File: src/rtl/vmem_pkg.sv
// Shared types for the vector memory burst responder.
//   state_t : responder FSM states
//   mode_t  : burst address modes (encodings 2'b10/2'b11 behave as incrementing)
package vmem_pkg;

    typedef enum logic [1:0] {
        IDLE  = 2'd0,
        WRITE = 2'd1,
        READ  = 2'd2,
        DRAIN = 2'd3
    } state_t;

    typedef enum logic [1:0] {
        MODE_INCR  = 2'b00,
        MODE_FIXED = 2'b01
    } mode_t;

endpackage

File: src/rtl/vmem_resp_fifo.sv
// Small synchronous response FIFO for read beats.
//   clk, rst (async, active-low) : clock / reset
//   push, wdata                  : write side
//   pop, rdata                   : read side; rdata is the head, forced to 0 while empty
//   full, empty, count           : occupancy status
module vmem_resp_fifo #(
    parameter int unsigned WIDTH = 32,
    parameter int unsigned DEPTH = 2
) (
    input  logic                       clk,
    input  logic                       rst,
    input  logic                       push,
    input  logic [WIDTH-1:0]           wdata,
    input  logic                       pop,
    output logic [WIDTH-1:0]           rdata,
    output logic                       full,
    output logic                       empty,
    output logic [$clog2(DEPTH+1)-1:0] count
);

    localparam int unsigned PW = (DEPTH > 1) ? $clog2(DEPTH) : 1;
    localparam int unsigned CW = $clog2(DEPTH + 1);

    logic [WIDTH-1:0] mem_q [DEPTH];
    logic [PW-1:0]    wptr_q, wptr_d;
    logic [PW-1:0]    rptr_q, rptr_d;
    logic [CW-1:0]    count_q, count_d;
    logic             do_push, do_pop;

    assign empty = (count_q == '0);
    assign full  = (count_q == CW'(DEPTH));
    assign count = count_q;
    // Head is masked while empty so the output reads 0 out of reset.
    assign rdata = empty ? '0 : mem_q[rptr_q];

    assign do_pop  = pop && !empty;
    assign do_push = push && (!full || do_pop);

    always_comb begin
        wptr_d  = wptr_q;
        rptr_d  = rptr_q;
        count_d = count_q;
        if (do_push) begin
            wptr_d = (wptr_q == PW'(DEPTH - 1)) ? '0 : wptr_q + PW'(1);
        end
        if (do_pop) begin
            rptr_d = (rptr_q == PW'(DEPTH - 1)) ? '0 : rptr_q + PW'(1);
        end
        unique case ({do_push, do_pop})
            2'b10:   count_d = count_q + CW'(1);
            2'b01:   count_d = count_q - CW'(1);
            default: count_d = count_q;
        endcase
    end

    always_ff @(posedge clk or negedge rst) begin
        if (!rst) begin
            wptr_q  <= '0;
            rptr_q  <= '0;
            count_q <= '0;
        end else begin
            wptr_q  <= wptr_d;
            rptr_q  <= rptr_d;
            count_q <= count_d;
        end
    end

    // Storage needs no reset: reads are masked by empty.
    always_ff @(posedge clk) begin
        if (do_push) begin
            mem_q[wptr_q] <= wdata;
        end
    end

    always_ff @(posedge clk) begin
        if (rst) begin
            assert (!(push && full && !pop));
            assert (!(pop && empty));
        end
    end

endmodule

File: src/rtl/vmem_burst_responder.sv
// Memory-side burst responder: takes one read/write burst, sequences it onto a
// single-port synchronous SRAM and returns read beats through a backpressured
// rddata/rddatavalid/rddataready handshake.
//   clk, rst (async, active-low)
//   rd, wr, addr, length, mode_in, wrdata : request side (sampled while ready)
//   ready                                 : idle, request may be presented
//   rddata, rddatavalid, rddataready      : read beat return
//   mem_rd, mem_wr, mem_addr, mem_wdata   : SRAM command
//   mem_rdata                             : SRAM data, one cycle after mem_rd
module vmem_burst_responder
    import vmem_pkg::*;
#(
    parameter int unsigned ADDR_RANGE   = 32768,
    parameter int unsigned LENGTH_RANGE = 32,
    parameter int unsigned BUS_WIDTH    = 32,
    parameter int unsigned FIFO_DEPTH   = 2
) (
    input  logic                              clk,
    input  logic                              rst,
    input  logic                              rd,
    input  logic                              wr,
    input  logic [$clog2(ADDR_RANGE)-1:0]     addr,
    input  logic [$clog2(LENGTH_RANGE):0]     length,
    input  logic [1:0]                        mode_in,
    input  logic [BUS_WIDTH-1:0]              wrdata,
    output logic                              ready,
    output logic [BUS_WIDTH-1:0]              rddata,
    output logic                              rddatavalid,
    input  logic                              rddataready,
    output logic                              mem_rd,
    output logic                              mem_wr,
    output logic [$clog2(ADDR_RANGE)-1:0]     mem_addr,
    output logic [BUS_WIDTH-1:0]              mem_wdata,
    input  logic [BUS_WIDTH-1:0]              mem_rdata
);

    localparam int unsigned AW = $clog2(ADDR_RANGE);
    localparam int unsigned LW = $clog2(LENGTH_RANGE) + 1;
    localparam int unsigned CW = $clog2(FIFO_DEPTH + 1);

    state_t        state_q, state_d;
    logic [AW-1:0] addr_q, addr_d, addr_next;
    logic [LW-1:0] cnt_q, cnt_d, len_eff;
    logic          fixed_q, fixed_d;
    logic          inflight_q;
    logic [CW-1:0] occ;
    logic          fifo_full, fifo_empty;
    logic          pop;
    logic          credit;

    assign ready       = (state_q == IDLE);
    assign rddatavalid = !fifo_empty;
    assign pop         = rddatavalid && rddataready;

    assign len_eff = (length > LW'(LENGTH_RANGE)) ? LW'(LENGTH_RANGE) : length;

    // Explicit wrap so non power-of-two memory depths also work.
    assign addr_next = fixed_q ? addr_q :
                       (addr_q == AW'(ADDR_RANGE - 1)) ? '0 : addr_q + AW'(1);

    // A beat may issue only if it is guaranteed a FIFO slot when it returns.
    assign credit = (int'(occ) + int'(inflight_q)) < (int'(FIFO_DEPTH) + int'(pop));

    always_comb begin
        state_d   = state_q;
        addr_d    = addr_q;
        cnt_d     = cnt_q;
        fixed_d   = fixed_q;
        mem_rd    = 1'b0;
        mem_wr    = 1'b0;
        mem_addr  = '0;
        mem_wdata = '0;
        case (state_q)
            IDLE: begin
                // Zero-length requests are swallowed without leaving IDLE.
                if ((rd || wr) && (len_eff != '0)) begin
                    addr_d  = addr;
                    cnt_d   = len_eff;
                    fixed_d = (mode_in == MODE_FIXED);
                    state_d = wr ? WRITE : READ;
                end
            end
            WRITE: begin
                mem_wr    = 1'b1;
                mem_addr  = addr_q;
                mem_wdata = wrdata;
                addr_d    = addr_next;
                cnt_d     = cnt_q - LW'(1);
                if (cnt_q == LW'(1)) begin
                    state_d = IDLE;
                end
            end
            READ: begin
                mem_addr = addr_q;
                if (credit) begin
                    mem_rd = 1'b1;
                    addr_d = addr_next;
                    cnt_d  = cnt_q - LW'(1);
                    if (cnt_q == LW'(1)) begin
                        state_d = DRAIN;
                    end
                end
            end
            DRAIN: begin
                // Leave as the last beat is popped so ready rises the next cycle.
                if (!inflight_q && (fifo_empty || ((occ == CW'(1)) && pop))) begin
                    state_d = IDLE;
                end
            end
            default: state_d = IDLE;
        endcase
    end

    always_ff @(posedge clk or negedge rst) begin
        if (!rst) begin
            state_q    <= IDLE;
            addr_q     <= '0;
            cnt_q      <= '0;
            fixed_q    <= 1'b0;
            inflight_q <= 1'b0;
        end else begin
            state_q    <= state_d;
            addr_q     <= addr_d;
            cnt_q      <= cnt_d;
            fixed_q    <= fixed_d;
            inflight_q <= mem_rd;
        end
    end

    vmem_resp_fifo #(
        .WIDTH (BUS_WIDTH),
        .DEPTH (FIFO_DEPTH)
    ) u_fifo (
        .clk   (clk),
        .rst   (rst),
        .push  (inflight_q),
        .wdata (mem_rdata),
        .pop   (pop),
        .rdata (rddata),
        .full  (fifo_full),
        .empty (fifo_empty),
        .count (occ)
    );

    always_ff @(posedge clk) begin
        if (rst) begin
            assert (!(inflight_q && fifo_full && !pop));
        end
    end

endmodule

File: config.mk
export PLATFORM = sky130hd
export DESIGN_NAME = vmem_burst_responder
export DESIGN_NICKNAME = d
export VERILOG_FILES = /design/src/rtl/vmem_pkg.sv /design/src/rtl/vmem_resp_fifo.sv /design/src/rtl/vmem_burst_responder.sv
export SDC_FILE = /design/constraint.sdc
export NUM_CORES = 1
export LEC_CHECK = 0
export BUFFER_PORTS_ARGS = -buffer_cell sky130_fd_sc_hd__buf_2
export CAP_MARGIN = 20
export CORE_MARGIN = 3
export CORE_UTILIZATION = 40
export DETAILED_ROUTE_END_ITERATION = 6
export GPL_TIMING_DRIVEN = 0
export HOLD_SLACK_MARGIN = 0.02
export MAX_ROUTING_LAYER = met4
export PLACE_DENSITY = 0.67
export SETUP_SLACK_MARGIN = 0.2
export SYNTH_ARGS = -nofsm -noshare
export SYNTH_HDL_FRONTEND = slang
export SYNTH_HIERARCHICAL = 1
export SYNTH_SLANG_ARGS = --single-unit
File: constraint.sdc
create_clock -name clk -period 3.3 [get_ports clk]
set_clock_uncertainty 0.15 [all_clocks]
set_input_delay 0.33 -clock clk [delete_from_list [all_inputs] [get_ports clk]]
set_output_delay 0.33 -clock clk [all_outputs]
set_load 0.02 [all_outputs]
==> metrics.md, run 1 <==
| Metric | Value |
|---|---|
| Outcome | `finished clean` |
| Sw Ratio | `45.8%` |
| Clk pin slew, worst setup/hold paths | `0.07 ns` |
| Syn nets | `511` |
| Critical Path RT | `2.82 ns` |
| Leakage | `2.82 nW` |
| Root Driver | `clkbuf_16` |
| Setup tns final | `0 ns` |
| Register share of total power | `29.2%` |
| Pre-CTS setup slack | `0.394 ns` |
| Max frequency | `346 MHz` |
| Post-CTS Setup Bufs | `0` |
| CP Class | `flip-flop to output pin` |
| Vias per inst | `5.21` |
| Worst-Skew Late Latency | `0.34 ns` |
| Final ANT Viol Nets | `0` |
| CP most frequent cell | `clkbuf_1` |
| Buffers on Ports | `174` |
| Crit-path cells | `inv_1, ha_1, clkbuf_1, clkbuf_1, and2_1, buf_2` |
| CP Launch Type | `flip-flop` |
| Setup crit end | `mem_addr[1]` |
| Final min period | `2.89 ns` |
| Placed cell count | `724` |
| Cells after Synth | `410` |
| Worst reg2reg setup slack | `0.44 ns` |
| Worst R2R Path Depth | `7` |
| Clock buffer depth | `2` |
| NetSw | `2.91 mW` |
| CP max stage cell | `clkbuf_1` |
| Antenna violations before repair | `0` |
| GPL Wtd Cong | `0.849` |
| Arr. time, crit path | `2.41 ns` |
| Reg-to-reg endpoint | `cnt_q[3]$_DFFE_PN0P_` |
| CP Max Fanout | `10` |
| Pins Over Slew Limit | `0` |
| Slew headroom | `34.2%` |
| Area Overhead vs Synth | `31.6%` |
| Number of max-cap violations | `0` |
| Die width | `114 µm` |
| Final Util | `55.1%` |
| PnR Total Power | `6.35 mW` |
| Final worst slack | `0.406 ns` |
| Die Y | `114 µm` |
| Fin Hold WS | `0.0274 ns` |
| Hold WC Path Type | `primary input to flip-flop` |
| Total gr overflow | `0` |
| Post-route cell area | `6130 µm²` |
| Worst path max stage delay | `0.44 ns` |
| Mapped Area | `4660 µm²` |
| Via count | `3,919` |
| Clock Power Share | `15.7%` |
| Worst-margin pin slew | `0.984 ns` |
| Htree depth | `3` |
| CP endpoint kind | `output pin` |
| Final setup vio count | `0` |
| Starting density of the core | `41.9%` |
| Critical Path Start | `state_q[0]$_DFFE_PN0P_` |
| CTS Buf Count | `9` |
| Nets@finish | `708` |
| Die ar. | `13,000 µm²` |
| Period utilization | `87.7%` |
| Boundary pin count | `175` |
| Detailed Place HPWL | `8960 µm` |
| Ys Warns | `6` |
| Routed len/inst | `16.0 µm` |
| Comb pwr share | `55.1%` |
| Tot GR Track Use | `19.0%` |
| Internal | `3.44 mW` |
| DRT Wirelength | `12,100 µm` |
| CORE AREA | `11,100 µm²` |
| CTS tree | `done` |
| Power Dens Cells | `1040 nW/µm²` |
| Peak VDD IR | `0.000624 V` |
| Placed Area | `5720 µm²` |
| Ratio of cells with drive above 1 in the final layout | `34.5%` |
| Largest net degree at the start of global routing | `33` |
| Vias in the first global route | `3,794` |
| DRT Pass-1 Iters | `4` |
| Syn avg cell area | `11.4 µm²` |
| # diodes | `0` |
| Worst r2r src | `u_fifo/count[1]$_DFFE_PN0P_` |
| RSZ-0062 raised after global routing | `false` |
| Drt drc | `0` |
| Layout fillers | `981` |
| Finished Layout Cells | `752` |
| Initial DRC count | `182` |
| # clock sinks | `93` |
| First-pass GRT wire length | `18,600 µm` |
| Row count | `38` |
| Final Hold Fails | `0` |
worst min-delay path by stage:
stage,startpoint,end,depth (start not counted)
floorplan,rst,addr_q[0]$_DFFE_PN0P_,0
global placement,rst,addr_q[2]$_DFFE_PN0P_,1
detailed placement,rst,addr_q[2]$_DFFE_PN0P_,1
CTS,mem_rdata[17],u_fifo/mem_q[0][17]$_DFFE_PP_,1
global route,mem_rdata[27],u_fifo/mem_q[0][27]$_DFFE_PP_,1
finish,mem_rdata[17],u_fifo/mem_q[1][17]$_DFFE_PP_,1
metal layers:
| metal | up-vias | track usage (%) | part of all wire (%) |
|---|---|---|---|
| met5 | - | - | 0 |
| met3 | 14 | 3.98 | 7.5 |
| met1 | 1856 | 21.2 | 38 |
| li1 | 1876 | - | - |
| met2 | 173 | 33.6 | 53 |
| met4 | 0 | 6.57 | 1.4 |
flip-flops by register name (all words and copies together) (netlist names):
register / cells
u_fifo/mem_q: 64
cnt_q: 6
u_fifo/rptr_q: 1
inflight_q: 1
fixed_q: 1
u_fifo/wptr_q: 1
state_q: 2
u_fifo/count: 2
addr_q: 15
layout make-up:
cell class,count,area (µm²),share of cell area [%]
plain buffers,20,113,1.84
clock buffers,9,225,3.67
clock inverters,7,62.6,1.02
inverters,16,60.1,0.979
well taps,140,175,2.86
flip-flops and latches,93,2650,43.2
repair buffers,186,991,16.2
multi-input cells,281,1860,30.3
cells in the final DEF, fill, tap and decap left out, drive strengths merged, types with 3 or more instances in the layout:
master	n
dfrtp	29
edfxtp	64
mux2i	33
and2	46
a31oi	5
o22ai	4
ha	9
nor2	45
o41ai	5
clkbuf	19
nand2b	5
and3	4
dlygate4sd3	12
nand2	30
nand3	10
inv	21
a21oi	14
o21ai	20
nor3	5
a22o	6
a2bb2oi	6
buf	184
nor3b	6
a211o	3
power groups by stage:
stage / Combinational (mW) / Clock [mW] / Sequential (mW)
floorplan: 2.47 / 0 / 1.80
global placement: 3.39 / 0 / 1.86
detailed placement: 3.48 / 0 / 1.87
CTS: 3.51 / 1.02 / 1.85
global route: 3.82 / 1.07 / 1.90
finish: 3.50 / 0.996 / 1.86
repair_timing:
item / in CTS / in global routing
resized for setup: 0 / 1
hold buffers: 8 / 4
endpoints found under the hold margin: 42 / 8
endpoints found under the setup margin: 0 / 3
worst max-delay path, delay by kind of cell (launching register included):
kind	cells	cell delay (ns)
flops	1	0.41
fa+ha+maj	1	0.39
simple gates	1	0.19
buf+inv	4	1.09
Power figures use the tool's default switching activity.
==> run 2: changes to the inputs <==
- clock period: 3.3 -> 2.6 ns (I/O delays scaled with it)
==> metrics.md, run 2 (synthesized netlist as in run 1, its figures left out) <==
| Metric | Value |
|---|---|
| Worst-margin pin slew | `0.664 ns (-0.320 ns)` |
| Slew headroom | `55.8% (+22 points)` |
| # diodes | `0 (unchanged)` |
| Clock buffer depth | `2 (unchanged)` |
| Critical Path Start | `u_fifo/count[0]$_DFFE_PN0P_` |
| CP Launch Type | `flip-flop` |
| Ratio of cells with drive above 1 in the final layout | `36.7% (+2.2 points)` |
| First-pass GRT wire length | `19,500 µm (+4.9%)` |
| Final ANT Viol Nets | `0 (unchanged)` |
| Met3 usage | `3.61% (-0.37 points)` |
| Clk pin slew, worst setup/hold paths | `0.07 ns (about the same)` |
| # clock sinks | `93 (unchanged)` |
| CP endpoint kind | `flip-flop` |
| DRT Wirelength | `12,600 µm (+4.2%)` |
| Die width | `114 µm (unchanged)` |
| Antenna violations before repair | `0 (unchanged)` |
| Post-route cell area | `6550 µm² (+6.7%)` |
| Worst-Skew Late Latency | `0.34 ns (about the same)` |
| Hold endpoint | `addr_q[0]$_DFFE_PN0P_` |
| GPL Wtd Cong | `0.871 (+2.7%)` |
| Number of max-cap violations | `0 (unchanged)` |
| Worst reg2reg setup slack | `0.27 ns (-0.17 ns)` |
| Most flop-heavy register | `u_fifo/mem_q` |
| CTS Buf Count | `9 (unchanged)` |
| Worst R2R Path Depth | `7 (unchanged)` |
| Die ar. | `13,000 µm² (unchanged)` |
| Area Overhead vs Synth | `40.5%` |
| Nets@finish | `739 (+4.4%)` |
| CP Class | `flip-flop to flip-flop` |
| Period utilization | `89.6%` |
| Critical Path RT | `2.71 ns (-0.11 ns)` |
| Via count | `4,026 (+2.7%)` |
| Met1 usage in global routing | `22.1% (+0.88 points)` |
| Worst min-delay path startpoint | `addr[0]` |
| GRT Max-Usage Layer | `met2` |
| WHS Path Cells | `3 (+2)` |
| Vias in the first global route | `4,069 (+7.2%)` |
| Buffers on Ports | `174 (unchanged)` |
| Total gr overflow | `0 (unchanged)` |
| Detailed Place HPWL | `8970 µm (+0.10%)` |
| Drt drc | `0 (unchanged)` |
| Max reg flops | `64 (unchanged)` |
| Met2 Use GR | `34.9% (+1.2 points)` |
| Tot GR Track Use | `19.7% (+0.68 points)` |
| Reg-to-reg endpoint | `cnt_q[3]$_DFFE_PN0P_` |
| Commonest non-fill, non-tap cell in the layout | `buf_2` |
| Row count | `38 (unchanged)` |
| CTS tree | `done` |
| Arr. time, crit path | `2.44 ns (+0.03 ns)` |
| Final min period | `2.33 ns` |
| Die Y | `114 µm (unchanged)` |
| Root Driver | `clkbuf_16` |
| Peak VDD IR | `0.000730 V (+17%)` |
| Max frequency | `429 MHz` |
| Outcome | `finished clean` |
| Fin Hold WS | `0.0703 ns (+0.0429 ns)` |
| Worst r2r src | `u_fifo/count[0]$_DFFE_PN0P_` |
| RSZ-0062 raised after global routing | `false` |
| Pins Over Slew Limit | `0 (unchanged)` |
| Htree depth | `3 (unchanged)` |
| Final Hold Fails | `0 (unchanged)` |
| Routed len/inst | `16.1 µm (about the same)` |
| Largest net degree at the start of global routing | `30 (-9.1%)` |
| CP Max Fanout | `5 (-5)` |
| PnR Total Power | `8.39 mW (+32%)` |
| CORE AREA | `11,100 µm² (unchanged)` |
| Final setup vio count | `0 (unchanged)` |
| Final Util | `58.8% (+3.7 points)` |
| Starting density of the core | `41.9% (unchanged)` |
| Initial DRC count | `225 (+24%)` |
| Placed Area | `5760 µm² (+0.77%)` |
| Boundary pin count | `175 (unchanged)` |
| Commonest non-fill, non-tap cells in the layout | `buf_2 (179), edfxtp_1 (64), and2_1 (46)` |
| Power Dens Cells | `1280 nW/µm² (+24%)` |
| DRT Pass-1 Iters | `4 (unchanged)` |
| Hold WC Path Type | `primary input to flip-flop` |
| Leakage | `2.98 nW (+5.6%)` |
| Largest registers | `u_fifo/mem_q x64, addr_q x15, cnt_q x6` |
| Vias per inst | `5.14 (-1.3%)` |
[run 2: cell count changes in the layout (fill, tap and decap cells not counted), moves of 2 or more]
cell,change
buf_6,+2
dfrtp_2,+3
dlygate4sd3_1,+23
ha_1,-4
clkbuf_1,-5
buf_4,+8
buf_12,+2
ha_2,+3
clkbuf_2,+2
dfrtp_1,-3
[run 2: layer usage]
layer	share of wire, %	up-vias
met4	2.4	0
met1	39	1897
met5	0	-
li1	-	1941
met3	6.8	16
met2	52	172
[run 2: critical path, stage by stage (launching register included)]
cell and delay, ns:
dfrtp_2 0.45, ha_2 0.20, ha_4 0.23, o21ai_4 0.16
a21oi_4 0.06, a211o_4 0.30, or4b_2 0.61, o211ai_1 0.10
[run 2: where the power goes]
part / leakage [nW] / switching (mW) / total (mW) / internal, mW
Clock: 0.144 / 0.603 / 1.28 / 0.680
Sequential: 0.930 / 0.297 / 2.33 / 2.04
Combinational: 1.91 / 2.88 / 4.77 / 1.89
[run 2: stage by stage]
stage                     instances  TNS (ns)  setup slack [ns]
after CTS                       780         0             0.206
after floorplan                 410         0             0.107
after global routing            783         0             0.201
final                           783         0             0.270
after detailed placement        726     -1.69            -0.152
after global placement          724    -37.25            -0.571
[run 2: timing repair]
item | in CTS | in global routing
hold buffers | 35 | 0
pin swaps | 2 | 2
gates resized for setup | 14 | 16
setup buffers | 3 | 3
hold endpoints to repair | 94 | 0
setup endpoints to repair | 94 | 34
cloned | 0 | 0
[run 2: final cells by class]
cell class	instances	area (µm²)
fillers	930	4580
well taps	140	175
plain buffers	20	136
inverters	16	60.1
clock buffers	9	225
clock inverters	7	72.6
repair buffers	217	1310
multi-input cells	281	1920
flip-flops and latches	93	2650
[run 2: how the worst max path moves through the flow]
| stage | to | slack (ns) | cells after the start |
|---|---|---|---|
| 2_1_floorplan | u_fifo/mem_q[0][0]$_DFFE_PP_ | 0.11 | 5 |
| 3_3_place_gp | u_fifo/mem_q[0][16]$_DFFE_PP_ | -0.57 | 5 |
| 3_5_place_dp | addr_q[8]$_DFFE_PN0P_ | -0.15 | 8 |
| 4_1_cts | cnt_q[3]$_DFFE_PN0P_ | 0.21 | 7 |
| 5_1_grt | cnt_q[3]$_DFFE_PN0P_ | 0.20 | 7 |
| 6_report | cnt_q[3]$_DFFE_PN0P_ | 0.27 | 7 |
==> run 3: changes to the inputs <==
- CTS_BUF_LIST: unset -> sky130_fd_sc_hd__clkbuf_4 sky130_fd_sc_hd__clkbuf_8
==> metrics.md, run 3 (synthesized netlist as in run 1, its figures left out) <==
| Metric | Value |
|---|---|
| Outcome | `finished clean` |
| DRT Pass-1 Iters | `4 (unchanged)` |
| CP Launch Type | `flip-flop` |
| Die width | `114 µm (unchanged)` |
| Worst R2R Path Depth | `9 (+2)` |
| Hold WC Path Type | `primary input to flip-flop` |
| Period utilization | `90.5% (+0.87 points)` |
| Fin Hold WS | `0.0486 ns (-0.0218 ns)` |
| DRT Wirelength | `12,500 µm (-0.18%)` |
| Largest registers | `u_fifo/mem_q x64, addr_q x15, cnt_q x6` |
| Die ar. | `13,000 µm² (unchanged)` |
| CP endpoint kind | `flip-flop` |
| Commonest non-fill, non-tap cell in the layout | `buf_2` |
| GPL Wtd Cong | `0.871 (unchanged)` |
| Area Overhead vs Synth | `39.8%` |
| Buf/Inv on CP | `2 (+2)` |
| Setup tns final | `0 ns (unchanged)` |
| Arr. time, crit path | `2.45 ns (about the same)` |
| Worst r2r src | `u_fifo/count[0]$_DFFE_PN0P_` |
| Pins Over Slew Limit | `0 (unchanged)` |
| Buffers on Ports | `174 (unchanged)` |
| Worst-Skew Late Latency | `0.36 ns (+0.02 ns)` |
| Slew headroom | `56.0% (+0.25 points)` |
| Clk pin slew, worst setup/hold paths | `0.10 ns (+0.03 ns)` |
| Drt drc | `0 (unchanged)` |
| First-pass GRT wire length | `19,400 µm (-0.56%)` |
| Finished Layout Cells | `787 (+0.51%)` |
| Peak VDD IR | `0.000739 V (+1.2%)` |
| Pre-CTS setup slack | `-0.152 ns (unchanged)` |
| CP Class | `flip-flop to flip-flop` |
| Root Driver | `clkbuf_8` |
| RSZ-0062 raised after global routing | `true` |
| CTS tree | `done` |
| CORE AREA | `11,100 µm² (unchanged)` |
| Commonest non-fill, non-tap cells in the layout | `buf_2 (179), edfxtp_1 (64), and2_1 (46)` |
| Initial DRC count | `180 (-20%)` |
| Ratio of cells with drive above 1 in the final layout | `36.9% (+0.24 points)` |
| Row count | `38 (unchanged)` |
| Total gr overflow | `0 (unchanged)` |
| Critical Path RT | `2.70 ns (about the same)` |
| Placed Area | `5760 µm² (unchanged)` |
| Final min period | `2.35 ns (+0.0227 ns)` |
| CP max stage cell | `dfrtp_2` |
| Htree depth | `3 (unchanged)` |
| Final setup vio count | `0 (unchanged)` |
| Die Y | `114 µm (unchanged)` |
| Antenna violations before repair | `0 (unchanged)` |
| Detailed Place HPWL | `8970 µm (unchanged)` |
| Boundary pin count | `175 (unchanged)` |
| Clock buffer depth | `2 (unchanged)` |
| Final worst slack | `0.247 ns (-0.0227 ns)` |
| Power Dens Cells | `1250 nW/µm² (-2.3%)` |
| Tot GR Track Use | `19.5% (-0.14 points)` |
| Placed cell count | `726 (unchanged)` |
| Worst path max stage delay | `0.46 ns (-0.15 ns)` |
| Starting density of the core | `41.9% (unchanged)` |
| Leakage | `2.97 nW (-0.58%)` |
| Max reg flops | `64 (unchanged)` |
| Number of max-cap violations | `0 (unchanged)` |
| Post-route cell area | `6510 µm² (-0.50%)` |
| Worst min-delay path startpoint | `addr[0]` |
| Vias per inst | `5.17 (+0.55%)` |
| Max frequency | `425 MHz (-0.97%)` |
| Most flop-heavy register | `u_fifo/mem_q` |
| Via count | `4,069 (+1.1%)` |
| Critical path's top delay family | `compound AO/OA/AOI/OAI gates` |
| Worst-margin pin slew | `0.660 ns (-0.00372 ns)` |
| Worst reg2reg setup slack | `0.25 ns (-0.02 ns)` |
| Largest net degree at the start of global routing | `30 (unchanged)` |
| Routed len/inst | `15.9 µm (-0.69%)` |
| Reg-to-reg endpoint | `addr_q[9]$_DFFE_PN0P_` |
| CTS Buf Count | `9 (unchanged)` |
| Crit-path cells | `ha_4, ha_4, o21ai_4, a21oi_4, buf_12, a211oi_4, buf_2, o21ai_0, a22o_1` |
| # clock sinks | `93 (unchanged)` |
| WHS Path Cells | `3 (unchanged)` |
| Final ANT Viol Nets | `0 (unchanged)` |
| Final Hold Fails | `0 (unchanged)` |
| # diodes | `0 (unchanged)` |
| CP Max Fanout | `10 (+5)` |
| Vias in the first global route | `4,065 (-0.098%)` |
| Hold endpoint | `addr_q[0]$_DFFE_PN0P_` |
| CP most frequent cell | `ha_4` |
| Nets@finish | `743 (+0.54%)` |
[run 3: how the worst max path moves through the flow]
stage	slack [ns]	from	to	cells after the start
2_1_floorplan	0.11	u_fifo/count[0]$_DFFE_PN0P_	u_fifo/mem_q[0][0]$_DFFE_PP_	5
3_3_place_gp	-0.57	u_fifo/count[0]$_DFFE_PN0P_	u_fifo/mem_q[0][16]$_DFFE_PP_	5
3_5_place_dp	-0.15	u_fifo/count[0]$_DFFE_PN0P_	addr_q[8]$_DFFE_PN0P_	8
4_1_cts	0.20	u_fifo/count[0]$_DFFE_PN0P_	cnt_q[3]$_DFFE_PN0P_	7
5_1_grt	0.17	u_fifo/count[0]$_DFFE_PN0P_	addr_q[8]$_DFFE_PN0P_	9
6_report	0.25	u_fifo/count[0]$_DFFE_PN0P_	addr_q[9]$_DFFE_PN0P_	9
[run 3: tightest hold or removal path: cells and delay by family]
kind | cells | cell delay [ns]
buffers and inverters | 1 | 0.07
AO/OA/AOI/OAI | 2 | 0.19
[run 3: power by group]
group	internal, mW	switching (mW)
clock network	0.379	0.567
registers	2.03	0.297
logic	1.98	2.90
total	4.39	3.77
[run 3: repair_timing]
item	4_1_cts	5_1_grt
hold buffers	35	0
setup buffers	3	7
endpoints found under the setup margin	94	48
gates resized for setup	14	19
pin swaps	2	5
hold endpoints to repair	94	0
[run 3: metrics by stage]
step / power (mW) / util (%)
after floorplan: 5.43 / -
after global placement: 6.67 / 51.4
final: 8.15 / 58.5
after global routing: 8.74 / 58.5
after detailed placement: 6.84 / 51.8
after CTS: 7.97 / 57.3
[run 3: layout make-up]
cell class	count	area, µm²
Multi-Input combinational cell	281	1940
Clock inverter	7	72.6
Timing Repair Buffer	221	1350
Buffer	20	139
Clock buffer	9	124
Fill cell	928	4610
Sequential cell	93	2650
Inverter	16	60.1
Tap cell	140	175
[run 3: routing by layer]
metal | GRT usage (%) | up-vias | wire, µm
li1 | - | 1944 | -
met1 | 21.8 | 1931 | 4820
met2 | 34.7 | 176 | 6540
met3 | 3.18 | 18 | 898
met4 | 7.92 | 0 | 282
met5 | - | - | 0
